File: config.mk
export PLATFORM = sky130hd
export DESIGN_NAME = nec_ir_receiver
export DESIGN_NICKNAME = d
export VERILOG_FILES = /design/src/rtl/nec_ir_pkg.sv /design/src/rtl/ir_pulse_timer.sv /design/src/rtl/nec_ir_receiver.sv
export SDC_FILE = /design/constraint.sdc
export NUM_CORES = 1
export LEC_CHECK = 0
export BUFFER_PORTS_ARGS = -buffer_cell sky130_fd_sc_hd__buf_2
export CAP_MARGIN = 20
export CORE_MARGIN = 10
export CORE_UTILIZATION = 35
export DETAILED_ROUTE_END_ITERATION = 6
export SYNTH_ARGS = -nofsm -noshare
export SYNTH_HDL_FRONTEND = slang
export SYNTH_HIERARCHICAL = 1
export SYNTH_SLANG_ARGS = --single-unit
File: constraint.sdc
create_clock -name slow_clk -period 3 [get_ports slow_clk]
set_input_delay 0.6 -clock slow_clk [delete_from_list [all_inputs] [get_ports slow_clk]]
set_output_delay 0.6 -clock slow_clk [all_outputs]
set_load 0.1 [all_outputs]
File: src/rtl/nec_ir_pkg.sv
// rtl/nec_ir_pkg.sv - shared types and constants for the NEC IR receiver
//
// Purpose: receiver state encoding, nominal NEC tick counts at a 16 kHz
// tick and the byte offsets of the fields inside the 32-bit frame.
// Ports: none (package).

package nec_ir_pkg;

    typedef enum logic [2:0] {
        S_IDLE,
        S_LEAD_MARK,
        S_LEAD_SPACE,
        S_BIT_MARK,
        S_BIT_SPACE,
        S_REP_MARK,
        S_CHECK
    } nec_state_t;

    // Nominal NEC timings in 16 kHz ticks (62.5 us each).
    localparam int NEC_LEAD_MARK_NOM  = 144;  // 9.0 ms
    localparam int NEC_LEAD_SPACE_NOM = 72;   // 4.5 ms
    localparam int NEC_REP_SPACE_NOM  = 36;   // 2.25 ms
    localparam int NEC_BIT_MARK_NOM   = 9;    // 562.5 us
    localparam int NEC_ZERO_SPACE_NOM = 9;    // 562.5 us
    localparam int NEC_ONE_SPACE_NOM  = 27;   // 1.6875 ms

    // Frame layout, bits received LSB first: {cmd_n, cmd, addr_n, addr}.
    localparam int FRAME_BITS = 32;
    localparam int ADDR_LSB   = 0;
    localparam int ADDR_N_LSB = 8;
    localparam int CMD_LSB    = 16;
    localparam int CMD_N_LSB  = 24;

endpackage

File: src/rtl/ir_pulse_timer.sv
// rtl/ir_pulse_timer.sv - IR input synchroniser, edge detector and width counter
//
// Purpose: brings the asynchronous IR line into the slow_clk domain and
// measures how long each level lasts.
// Ports:
//   slow_clk  in   16 kHz tick clock
//   reset     in   asynchronous active-high reset
//   ir_data   in   raw demodulated IR line
//   level     out  synchronised line level
//   ir_edge   out  high for one cycle after the synchronised level changes
//   width     out  ticks since the previous edge; valid as a width when ir_edge is high
//   timeout   out  width counter is saturated

module ir_pulse_timer #(
    parameter bit IDLE_LEVEL = 1'b1,
    parameter int CNT_W      = 8
) (
    input  logic             slow_clk,
    input  logic             reset,
    input  logic             ir_data,
    output logic             level,
    output logic             ir_edge,
    output logic [CNT_W-1:0] width,
    output logic             timeout
);

    localparam logic [CNT_W-1:0] CNT_MAX = '1;
    localparam logic [CNT_W-1:0] CNT_ONE = CNT_W'(1);

    logic             sync_1;
    logic             sync_2;
    logic             sync_3;
    logic [CNT_W-1:0] cnt;

    always_ff @(posedge slow_clk or posedge reset) begin
        if (reset) begin
            sync_1 <= IDLE_LEVEL;
            sync_2 <= IDLE_LEVEL;
            sync_3 <= IDLE_LEVEL;
            cnt    <= '0;
        end else begin
            sync_1 <= ir_data;
            sync_2 <= sync_1;
            sync_3 <= sync_2;
            if (ir_edge) begin
                cnt <= '0;
            end else if (cnt != CNT_MAX) begin
                cnt <= cnt + CNT_ONE;
            end
        end
    end

    assign level   = sync_2;
    assign ir_edge = sync_2 ^ sync_3;
    assign width   = cnt;
    assign timeout = (cnt == CNT_MAX);

endmodule

File: src/rtl/nec_ir_receiver.sv
// rtl/nec_ir_receiver.sv - NEC infrared frame receiver with repeat and timeout handling
//
// Purpose: decodes 32-bit NEC frames from mark/space widths, validates the
// complement bytes and reports the {command, address} code.
// Ports:
//   slow_clk       in   16 kHz tick clock
//   reset          in   asynchronous active-high reset
//   ir_data        in   raw demodulated IR line
//   ir_data_array  out  last valid code {cmd, addr}
//   frame_valid    out  one-cycle pulse when ir_data_array updates
//   repeat_valid   out  one-cycle pulse on an accepted repeat code
//   frame_error    out  one-cycle pulse on a timing/check violation or timeout
//   busy           out  registered copy of (state != IDLE), one cycle behind

module nec_ir_receiver
    import nec_ir_pkg::*;
#(
    parameter bit IDLE_LEVEL     = 1'b1,
    parameter int CNT_W          = 8,
    parameter int LEAD_MARK_MIN  = 128,
    parameter int LEAD_MARK_MAX  = 160,
    parameter int LEAD_SPACE_MIN = 64,
    parameter int LEAD_SPACE_MAX = 80,
    parameter int REP_SPACE_MIN  = 30,
    parameter int REP_SPACE_MAX  = 42,
    parameter int BIT_MARK_MIN   = 6,
    parameter int BIT_MARK_MAX   = 13,
    parameter int ZERO_MIN       = 6,
    parameter int ZERO_MAX       = 13,
    parameter int ONE_MIN        = 22,
    parameter int ONE_MAX        = 32,
    parameter bit CHECK_ADDR     = 1'b1
) (
    input  logic        slow_clk,
    input  logic        reset,
    input  logic        ir_data,
    output logic [15:0] ir_data_array,
    output logic        frame_valid,
    output logic        repeat_valid,
    output logic        frame_error,
    output logic        busy
);

    // Every window limit must sit below the saturation value, otherwise a
    // timed-out pulse could be mistaken for an in-window one.
    localparam int CNT_SAT = (1 << CNT_W) - 1;

    if (LEAD_MARK_MIN >= CNT_SAT || LEAD_MARK_MAX >= CNT_SAT ||
        LEAD_SPACE_MIN >= CNT_SAT || LEAD_SPACE_MAX >= CNT_SAT ||
        REP_SPACE_MIN >= CNT_SAT || REP_SPACE_MAX >= CNT_SAT ||
        BIT_MARK_MIN >= CNT_SAT || BIT_MARK_MAX >= CNT_SAT ||
        ZERO_MIN >= CNT_SAT || ZERO_MAX >= CNT_SAT ||
        ONE_MIN >= CNT_SAT || ONE_MAX >= CNT_SAT) begin : g_bad_window
        $error("nec_ir_receiver: timing window limit not below counter saturation");
    end

    if (NEC_LEAD_MARK_NOM < LEAD_MARK_MIN || NEC_LEAD_MARK_NOM > LEAD_MARK_MAX ||
        NEC_LEAD_SPACE_NOM < LEAD_SPACE_MIN || NEC_LEAD_SPACE_NOM > LEAD_SPACE_MAX ||
        NEC_REP_SPACE_NOM < REP_SPACE_MIN || NEC_REP_SPACE_NOM > REP_SPACE_MAX ||
        NEC_BIT_MARK_NOM < BIT_MARK_MIN || NEC_BIT_MARK_NOM > BIT_MARK_MAX ||
        NEC_ZERO_SPACE_NOM < ZERO_MIN || NEC_ZERO_SPACE_NOM > ZERO_MAX ||
        NEC_ONE_SPACE_NOM < ONE_MIN || NEC_ONE_SPACE_NOM > ONE_MAX) begin : g_off_nominal
        $warning("nec_ir_receiver: a timing window excludes the nominal NEC value");
    end

    localparam logic [CNT_W-1:0] LM_LO = CNT_W'(LEAD_MARK_MIN);
    localparam logic [CNT_W-1:0] LM_HI = CNT_W'(LEAD_MARK_MAX);
    localparam logic [CNT_W-1:0] LS_LO = CNT_W'(LEAD_SPACE_MIN);
    localparam logic [CNT_W-1:0] LS_HI = CNT_W'(LEAD_SPACE_MAX);
    localparam logic [CNT_W-1:0] RS_LO = CNT_W'(REP_SPACE_MIN);
    localparam logic [CNT_W-1:0] RS_HI = CNT_W'(REP_SPACE_MAX);
    localparam logic [CNT_W-1:0] BM_LO = CNT_W'(BIT_MARK_MIN);
    localparam logic [CNT_W-1:0] BM_HI = CNT_W'(BIT_MARK_MAX);
    localparam logic [CNT_W-1:0] Z_LO  = CNT_W'(ZERO_MIN);
    localparam logic [CNT_W-1:0] Z_HI  = CNT_W'(ZERO_MAX);
    localparam logic [CNT_W-1:0] O_LO  = CNT_W'(ONE_MIN);
    localparam logic [CNT_W-1:0] O_HI  = CNT_W'(ONE_MAX);

    localparam logic [5:0] LAST_BIT = 6'(FRAME_BITS - 1);

    function automatic logic in_win(input logic [CNT_W-1:0] w, lo, hi);
        return (w >= lo) && (w <= hi);
    endfunction

    logic             level;
    logic             ir_edge;
    logic             timeout;
    logic [CNT_W-1:0] width;

    ir_pulse_timer #(
        .IDLE_LEVEL (IDLE_LEVEL),
        .CNT_W      (CNT_W)
    ) u_timer (
        .slow_clk (slow_clk),
        .reset    (reset),
        .ir_data  (ir_data),
        .level    (level),
        .ir_edge  (ir_edge),
        .width    (width),
        .timeout  (timeout)
    );

    nec_state_t            state;
    logic [5:0]            bit_cnt;
    logic [FRAME_BITS-1:0] sr;
    logic                  have_frame;

    logic is_mark;
    logic cmd_ok;
    logic addr_ok;
    logic check_pass;

    assign is_mark    = (level != IDLE_LEVEL);
    assign cmd_ok     = ((sr[CMD_LSB +: 8] ^ sr[CMD_N_LSB +: 8]) == 8'hFF);
    assign addr_ok    = ((sr[ADDR_LSB +: 8] ^ sr[ADDR_N_LSB +: 8]) == 8'hFF);
    assign check_pass = cmd_ok && (addr_ok || !CHECK_ADDR);

    always_ff @(posedge slow_clk or posedge reset) begin
        if (reset) begin
            state         <= S_IDLE;
            bit_cnt       <= '0;
            sr            <= '0;
            have_frame    <= 1'b0;
            ir_data_array <= 16'h0000;
            frame_valid   <= 1'b0;
            repeat_valid  <= 1'b0;
            frame_error   <= 1'b0;
            busy          <= 1'b0;
        end else begin
            frame_valid  <= 1'b0;
            repeat_valid <= 1'b0;
            frame_error  <= 1'b0;
            busy         <= (state != S_IDLE);

            // A saturated counter means the line stopped toggling mid-frame.
            // CHECK is excluded: it always leaves after one cycle on its own.
            if (state != S_IDLE && state != S_CHECK && !ir_edge && timeout) begin
                frame_error <= 1'b1;
                state       <= S_IDLE;
            end else begin
                case (state)
                    S_IDLE: begin
                        if (ir_edge && is_mark) begin
                            state <= S_LEAD_MARK;
                        end
                    end
                    S_LEAD_MARK: begin
                        if (ir_edge) begin
                            if (in_win(width, LM_LO, LM_HI)) begin
                                state <= S_LEAD_SPACE;
                            end else begin
                                frame_error <= 1'b1;
                                state       <= S_IDLE;
                            end
                        end
                    end
                    S_LEAD_SPACE: begin
                        if (ir_edge) begin
                            if (in_win(width, LS_LO, LS_HI)) begin
                                bit_cnt <= '0;
                                sr      <= '0;
                                state   <= S_BIT_MARK;
                            end else if (in_win(width, RS_LO, RS_HI)) begin
                                state <= S_REP_MARK;
                            end else begin
                                frame_error <= 1'b1;
                                state       <= S_IDLE;
                            end
                        end
                    end
                    S_BIT_MARK: begin
                        if (ir_edge) begin
                            if (in_win(width, BM_LO, BM_HI)) begin
                                state <= S_BIT_SPACE;
                            end else begin
                                frame_error <= 1'b1;
                                state       <= S_IDLE;
                            end
                        end
                    end
                    S_BIT_SPACE: begin
                        if (ir_edge) begin
                            if (in_win(width, Z_LO, Z_HI) || in_win(width, O_LO, O_HI)) begin
                                // Windows are disjoint, so being outside the zero
                                // window here means the bit is a one.
                                sr      <= {!in_win(width, Z_LO, Z_HI), sr[FRAME_BITS-1:1]};
                                bit_cnt <= bit_cnt + 6'd1;
                                state   <= (bit_cnt == LAST_BIT) ? S_CHECK : S_BIT_MARK;
                            end else begin
                                frame_error <= 1'b1;
                                state       <= S_IDLE;
                            end
                        end
                    end
                    S_CHECK: begin
                        // The stop mark is left unmeasured; edges here are ignored.
                        if (check_pass) begin
                            ir_data_array <= {sr[CMD_LSB +: 8], sr[ADDR_LSB +: 8]};
                            frame_valid   <= 1'b1;
                            have_frame    <= 1'b1;
                        end else begin
                            frame_error <= 1'b1;
                        end
                        state <= S_IDLE;
                    end
                    S_REP_MARK: begin
                        if (ir_edge) begin
                            if (!in_win(width, BM_LO, BM_HI)) begin
                                frame_error <= 1'b1;
                            end else if (have_frame) begin
                                repeat_valid <= 1'b1;
                            end
                            state <= S_IDLE;
                        end
                    end
                    default: state <= S_IDLE;
                endcase
            end
        end
    end

endmodule

* Word level (Yosys, flattened, before mapping)
Index checks and enable logic that the tools add are counted.
** Storage, ports and cells
- Output and inout port bits :: 20
- Word-level logic and storage cells :: 119
- Input port bits :: 3
- Register bits after elaboration :: 73
** Cells by class
- Mux-type cells :: 46
- $lt $le $gt $ge :: 10
- Reductions and logical operators :: 21
- Add/subtract/negate cells :: 2
- Bitwise gates (word level) :: 5
- Equality and inequality tests :: 22
** Operator list (number)
- 2-to-1 mux 32 bit :: 4
- case mux 32 bit (2 select lines) :: 1
- 2-to-1 mux 3 bit :: 12
- equality test 8 bit, second input constant :: 3
- 2-to-1 mux 6 bit :: 4
- != test 3 bit, second input constant :: 7
- 2-to-1 mux 1 bit :: 19
- case mux 3 bit (6 select lines) :: 1
- greater-or-equal comparator 8 x 5 -> 1 bit, second input constant :: 2
- less-or-equal comparator 8 x 6 -> 1 bit, second input constant :: 2
- 2-to-1 mux 8 bit :: 2
- XOR 8 bit :: 2
- case mux 6 bit (2 select lines) :: 1
- AND reduction 6 bit :: 2
- logical AND 1 bit :: 10
- equality test 3 bit, second input constant :: 3
- adder 8 x 1 -> 8 bit, second input constant :: 1
- greater-or-equal comparator 8 x 3 -> 1 bit, second input constant :: 1
- greater-or-equal comparator 8 x 7 -> 1 bit, second input constant :: 1
- greater-or-equal comparator 8 bit, second input constant :: 1
- less-or-equal comparator 8 x 4 -> 1 bit, second input constant :: 1
- less-or-equal comparator 8 x 7 -> 1 bit, second input constant :: 1
- less-or-equal comparator 8 bit, second input constant :: 1
- != test 2 bit, second input constant :: 4
- other kinds (16) :: 20

* Depth between registers and ports, before layout
- Word-level depth :: 7
- Mapped depth :: 9
- Depth with buffers taken out :: 7

* By module
Netlist, hierarchy kept.
** By module, submodules not included
- nec_ir_receiver :: times used 1, area each 2886.5 µm², cells an instance 240
- ir_pulse_timer :: times used 1, area each 514.2 µm², cells an instance 50

* Worst setup path before layout
OpenSTA, ideal clock, no wires.
- Path kind :: reg-to-reg
- Start :: register sr[17]
- End :: register ir_data_array[0]
- Required time :: 2.875 ns
- Data arrival time :: 2.319 ns
- Clock period less this slack :: 2.445 ns
- Stages on the path, launching flop included :: 7
- Library setup time :: 0.125 ns
- Path slack :: 0.555 ns
- Cell sequence :: dfrtp_1 xnor2_1 or4_1 or4_4 nor3_4 buf_8 mux2_2
** Between the ends
- Longest elaborated chain between the ends :: 4
** Ends and longest elaborated chain
- from (decl) :: RTL line nec_ir_receiver.sv:105 : logic [FRAME_BITS-1:0] sr;
- from (signal assigned) :: RTL line nec_ir_receiver.sv:186 : sr <= {!in_win(width, Z_LO, Z_HI), sr[FRAME_BITS-1:1]};
- XOR 8 bit :: RTL line nec_ir_receiver.sv:114 : assign cmd_ok = ((sr[CMD_LSB +: 8] ^ sr[CMD_N_LSB +: 8]) == 8'hFF);
- equality test 8 bit :: RTL line nec_ir_receiver.sv:114
- logical AND 1 bit :: RTL line nec_ir_receiver.sv:116 : assign check_pass = cmd_ok && (addr_ok || !CHECK_ADDR);
- AND reduction 3 bit (no line)
- to (signal assigned) :: RTL line nec_ir_receiver.sv:198 : ir_data_array <= {sr[CMD_LSB +: 8], sr[ADDR_LSB +: 8]};
- to (decl) :: RTL line nec_ir_receiver.sv:37 : output logic [15:0] ir_data_array,
No other way between the ends.
A chain may end at the register's enable or synchronous reset.

* Worst setup path after layout
- Start :: register u_timer.cnt[0], in the netlist u_timer/width[0]
- End :: register sr[20]
** Between the ends
- Longest elaborated chain between the ends :: 5
** Ends and longest elaborated chain
- from (decl) :: RTL line ir_pulse_timer.sv:33 : logic [CNT_W-1:0] cnt;
- from (signal assigned) :: RTL line ir_pulse_timer.sv:48 : cnt <= cnt + CNT_ONE;
- greater-or-equal comparator 8 x 3 -> 1 bit (tied with other cells) :: RTL line nec_ir_receiver.sv:82 : return (w >= lo) && (w <= hi);
- logical AND 1 bit :: RTL line nec_ir_receiver.sv:82
- logical OR 1 bit :: RTL line nec_ir_receiver.sv:183 : if (in_win(width, Z_LO, Z_HI) || in_win(width, O_LO, O_HI)) begin
- != test 2 bit (no line)
- AND reduction 6 bit (no line) *
Every way passes the cells marked *; elsewhere a longest branch is shown, timed or not.

==> results.cfg <==
[detailed_routing]
drt_first_pass_iters = 4
wirelength_um = 7326
detailroute.via_count = 2443
ant_nets_after_route = 0
drc = 0
routed_via_density = 5.381
drt_iter0_markers = 134
avgRoutedWirePerCell_um = 16.14

[critical_path]
timing.critical_path.slowest_stage_cell = sky130_fd_sc_hd__or4_1
worst_ep_arrival_time_ns = 2.67
cp-end-kind = flop
timing_worst_setup_path_type = flop to flop
worst_ep_required_time_ns = 3.23
critical_path.cell_chain = or4_1 > a2111oi_4 > and3_1 > nor2_2 > buf_4 > a22o_1
critical_path.max_stage_delay_ns = 0.53
critical_path_fanouts_max = 32
crit_path_start_kind = flop

[yosys]
synth.yosys.seq_area_share = 0.5383
synth-warning-count = 6
syn-mean-instance-area_um2 = 11.73
synth_enable_flop_cells = 0
post_synth_num_cell_types = 48
synth_cells = 290
dominantRegCellSynth = sky130_fd_sc_hd__dfrtp_1
synth.net_count = 295
ys_ff_latch = 73
netlist_area_um2 = 3401
synth-async-reset-ratio = 1.000

[layout]
most_common_cell_after_layout_fill_and_taps_aside = sky130_fd_sc_hd__dfrtp_1
antenna-diode-count = 0
finish.utilization = 0.4154
n_fill_cell = 936
area.growth.synth_to_final_pct = 14.46
final_nets = 325
stdcell_area_um2 = 3892
final_cell_mix = sky130_fd_sc_hd__dfrtp_1, sky130_fd_sc_hd__a22o_1, sky130_fd_sc_hd__buf_2
final_layout_size_suffix_gt1_frac = 0.2431

[place]
dp.final_hpwl_um = 4904
placed_area_um2 = 3706
buffer_ports.inserted = 22
routabilityCongestion = 0.8415

[sta]
finClkSkew_ns = 0.01218
unrepaired_setup_endpoints_after_global_routing = no
final_max_slew_viol_count = 0
worst_slew_pin_slew_ns = 0.6936
max_clock_freq_ghz = 0.4099
period_utilization = 0.8133
setup-violations-final = 0
timing.setup.tns_ns = 0
max_slew_headroom = 0.5369
finalCriticalPeriod_ns = 2.440
hold_viol_final = 0

[clock_network]
cts.repair_timing.setup_buffer_count = 0
htree_levels = 3
tritoncts = yes
cts_buffers = 9
clkSinkCount = 73
clock_insertion_delay_worst_skew_ns = 0.35
maximum_buffer_depth_of_the_clock_tree = 2
cts_resized = 0
cts.root.buffer_cell = sky130_fd_sc_hd__clkbuf_8
cts_hold_repair.buffers = 0
clk_transition_reported_paths_ns = 0.08

[die]
initial_utilization = 0.3629
die_area_um2 = 14060
ioPinCount = 23
width_of_the_die_um = 118.6
die-height_um = 118.6
num_rows = 35
core_area_um2 = 9371

[power_and_ir_drop]
power.density_cell_area_nw_per_um2 = 547.6
peakVddDrop_uv = 301.9
leakage_power_uw = 0.001835

[global_routing]
antenna_found_initial = 0
grt_max_degree = 33
first_global_vias = 2444
gr-total-overflow = 0
global_route_wire_length_before_repair_um = 12560
track_usage = 0.1068

[hold_path]
min-delay-path-class = input port to asynchronous set/reset pin

[status]
status = completed

[job]
max_cap_viol_count = 0
[worst max-delay path: cells and delay by family (launching register included)]
kind            cells  cell delay [ns]
flops               1             0.51
simple gates        3             0.94
buf+inv             1             0.24
compound gates      2             0.64
[logic make-up (layout without fill, tap and decap cells)]
family | count (synthesis) | after routing | share of synthesized area
mux | 16 | 16 | 0.05298
buf+inv | 25 | 60 | 0.03348
simple gates | 80 | 80 | 0.1446
flops | 73 | 73 | 0.5383
compound gates | 77 | 77 | 0.1795
xor+xnor | 17 | 17 | 0.04378
fa+ha+maj | 2 | 2 | 0.007357
[power by group]
group | internal [uW] | switching (uW) | total [uW]
registers | 1020 | 50.1 | 1070
clock network | 380 | 363 | 743
logic | 88.5 | 230 | 319
[sequential cells by signal (all words and copies together), names as in the netlist]
| name | cells |
|---|---|
| u_timer/sync_3 | 1 |
| have_frame | 1 |
| frame_valid | 1 |
| sr | 32 |
| busy | 1 |
| ir_data_array | 16 |
| repeat_valid | 1 |
| bit_cnt | 6 |
| u_timer/sync_1 | 1 |
| state | 3 |
| u_timer/level | 1 |
| frame_error | 1 |
| u_timer/width | 8 |
[per-layer routing]
layer | vias to the layer above | part of all wire | track usage | routed length [um]
met2 | 50 | 0.44 | 0.1521 | 3253
met1 | 1214 | 0.49 | 0.1444 | 3613
met5 | - | 0 | 0 | 0
li1 | 1171 | - | - | -
met3 | 8 | 0.051 | 0.04141 | 371
met4 | 0 | 0.012 | 0.03435 | 87
[cells in the mapped netlist (all sizes together), types with 3 or more instances]
cell,number,share of area
a211o,4,0.010
a211oi,3,0.0066
a21oi,3,0.0044
a22o,32,0.082
a31oi,6,0.011
and3,6,0.012
and4,3,0.0077
buf,6,0.013
clkbuf,7,0.0077
dfrtp,70,0.52
dfstp,3,0.023
inv,12,0.013
mux2,16,0.053
nand2,13,0.014
nand2b,3,0.0055
nand3,8,0.012
nand4,7,0.013
nand4b,3,0.0077
nor2,6,0.0066
nor3,7,0.014
nor3b,5,0.011
nor4,5,0.0092
o21ai,12,0.018
or4,7,0.017
xnor2,9,0.023
xor2,8,0.021
[area by class of cell]
type,instances,area (um^2),area share
clock buffer,10,127.6,0.03279
sequential,73,1831,0.4703
timing repair buffer,32,197.7,0.05079
inverter,12,45.04,0.01157
multi-input combinational,192,1471,0.3780
tap,129,161.4,0.04147
clock inverter,6,58.81,0.01511
[per-stage QoR]
stage	total power (uW)	hold WS (ns)	cells	worst slack [ns]
2_1_floorplan	1326	0.3452	290	0.5551
4_1_cts	2158	0.2479	454	0.5517
5_1_grt	2244	0.2665	454	0.4449
3_5_place_dp	1406	0.3513	438	0.5737
6_report	2132	0.2495	454	0.5601
3_3_place_gp	1405	0.3492	438	0.5990
[worst paths after layout]
path,start,endpoint,slack [ns],cells after the start
max,u_timer/width[0]$_DFFE_PP0P_,sr[20]$_DFFE_PP0P_,0.56,6
min,reset,u_timer/width[5]$_DFFE_PP0P_,0.25,2
max reg2reg,u_timer/width[0]$_DFFE_PP0P_,sr[20]$_DFFE_PP0P_,0.56,6
min reg2reg,u_timer/sync_1$_DFF_PP1_,u_timer/level$_DFF_PP1_,0.36,0
max in group asynchronous,reset,ir_data_array[5]$_DFFE_PP0P_,2.03,3
min in group slow_clk,ir_data,u_timer/sync_1$_DFF_PP1_,0.35,1
(Power assumes the default switching activity.)
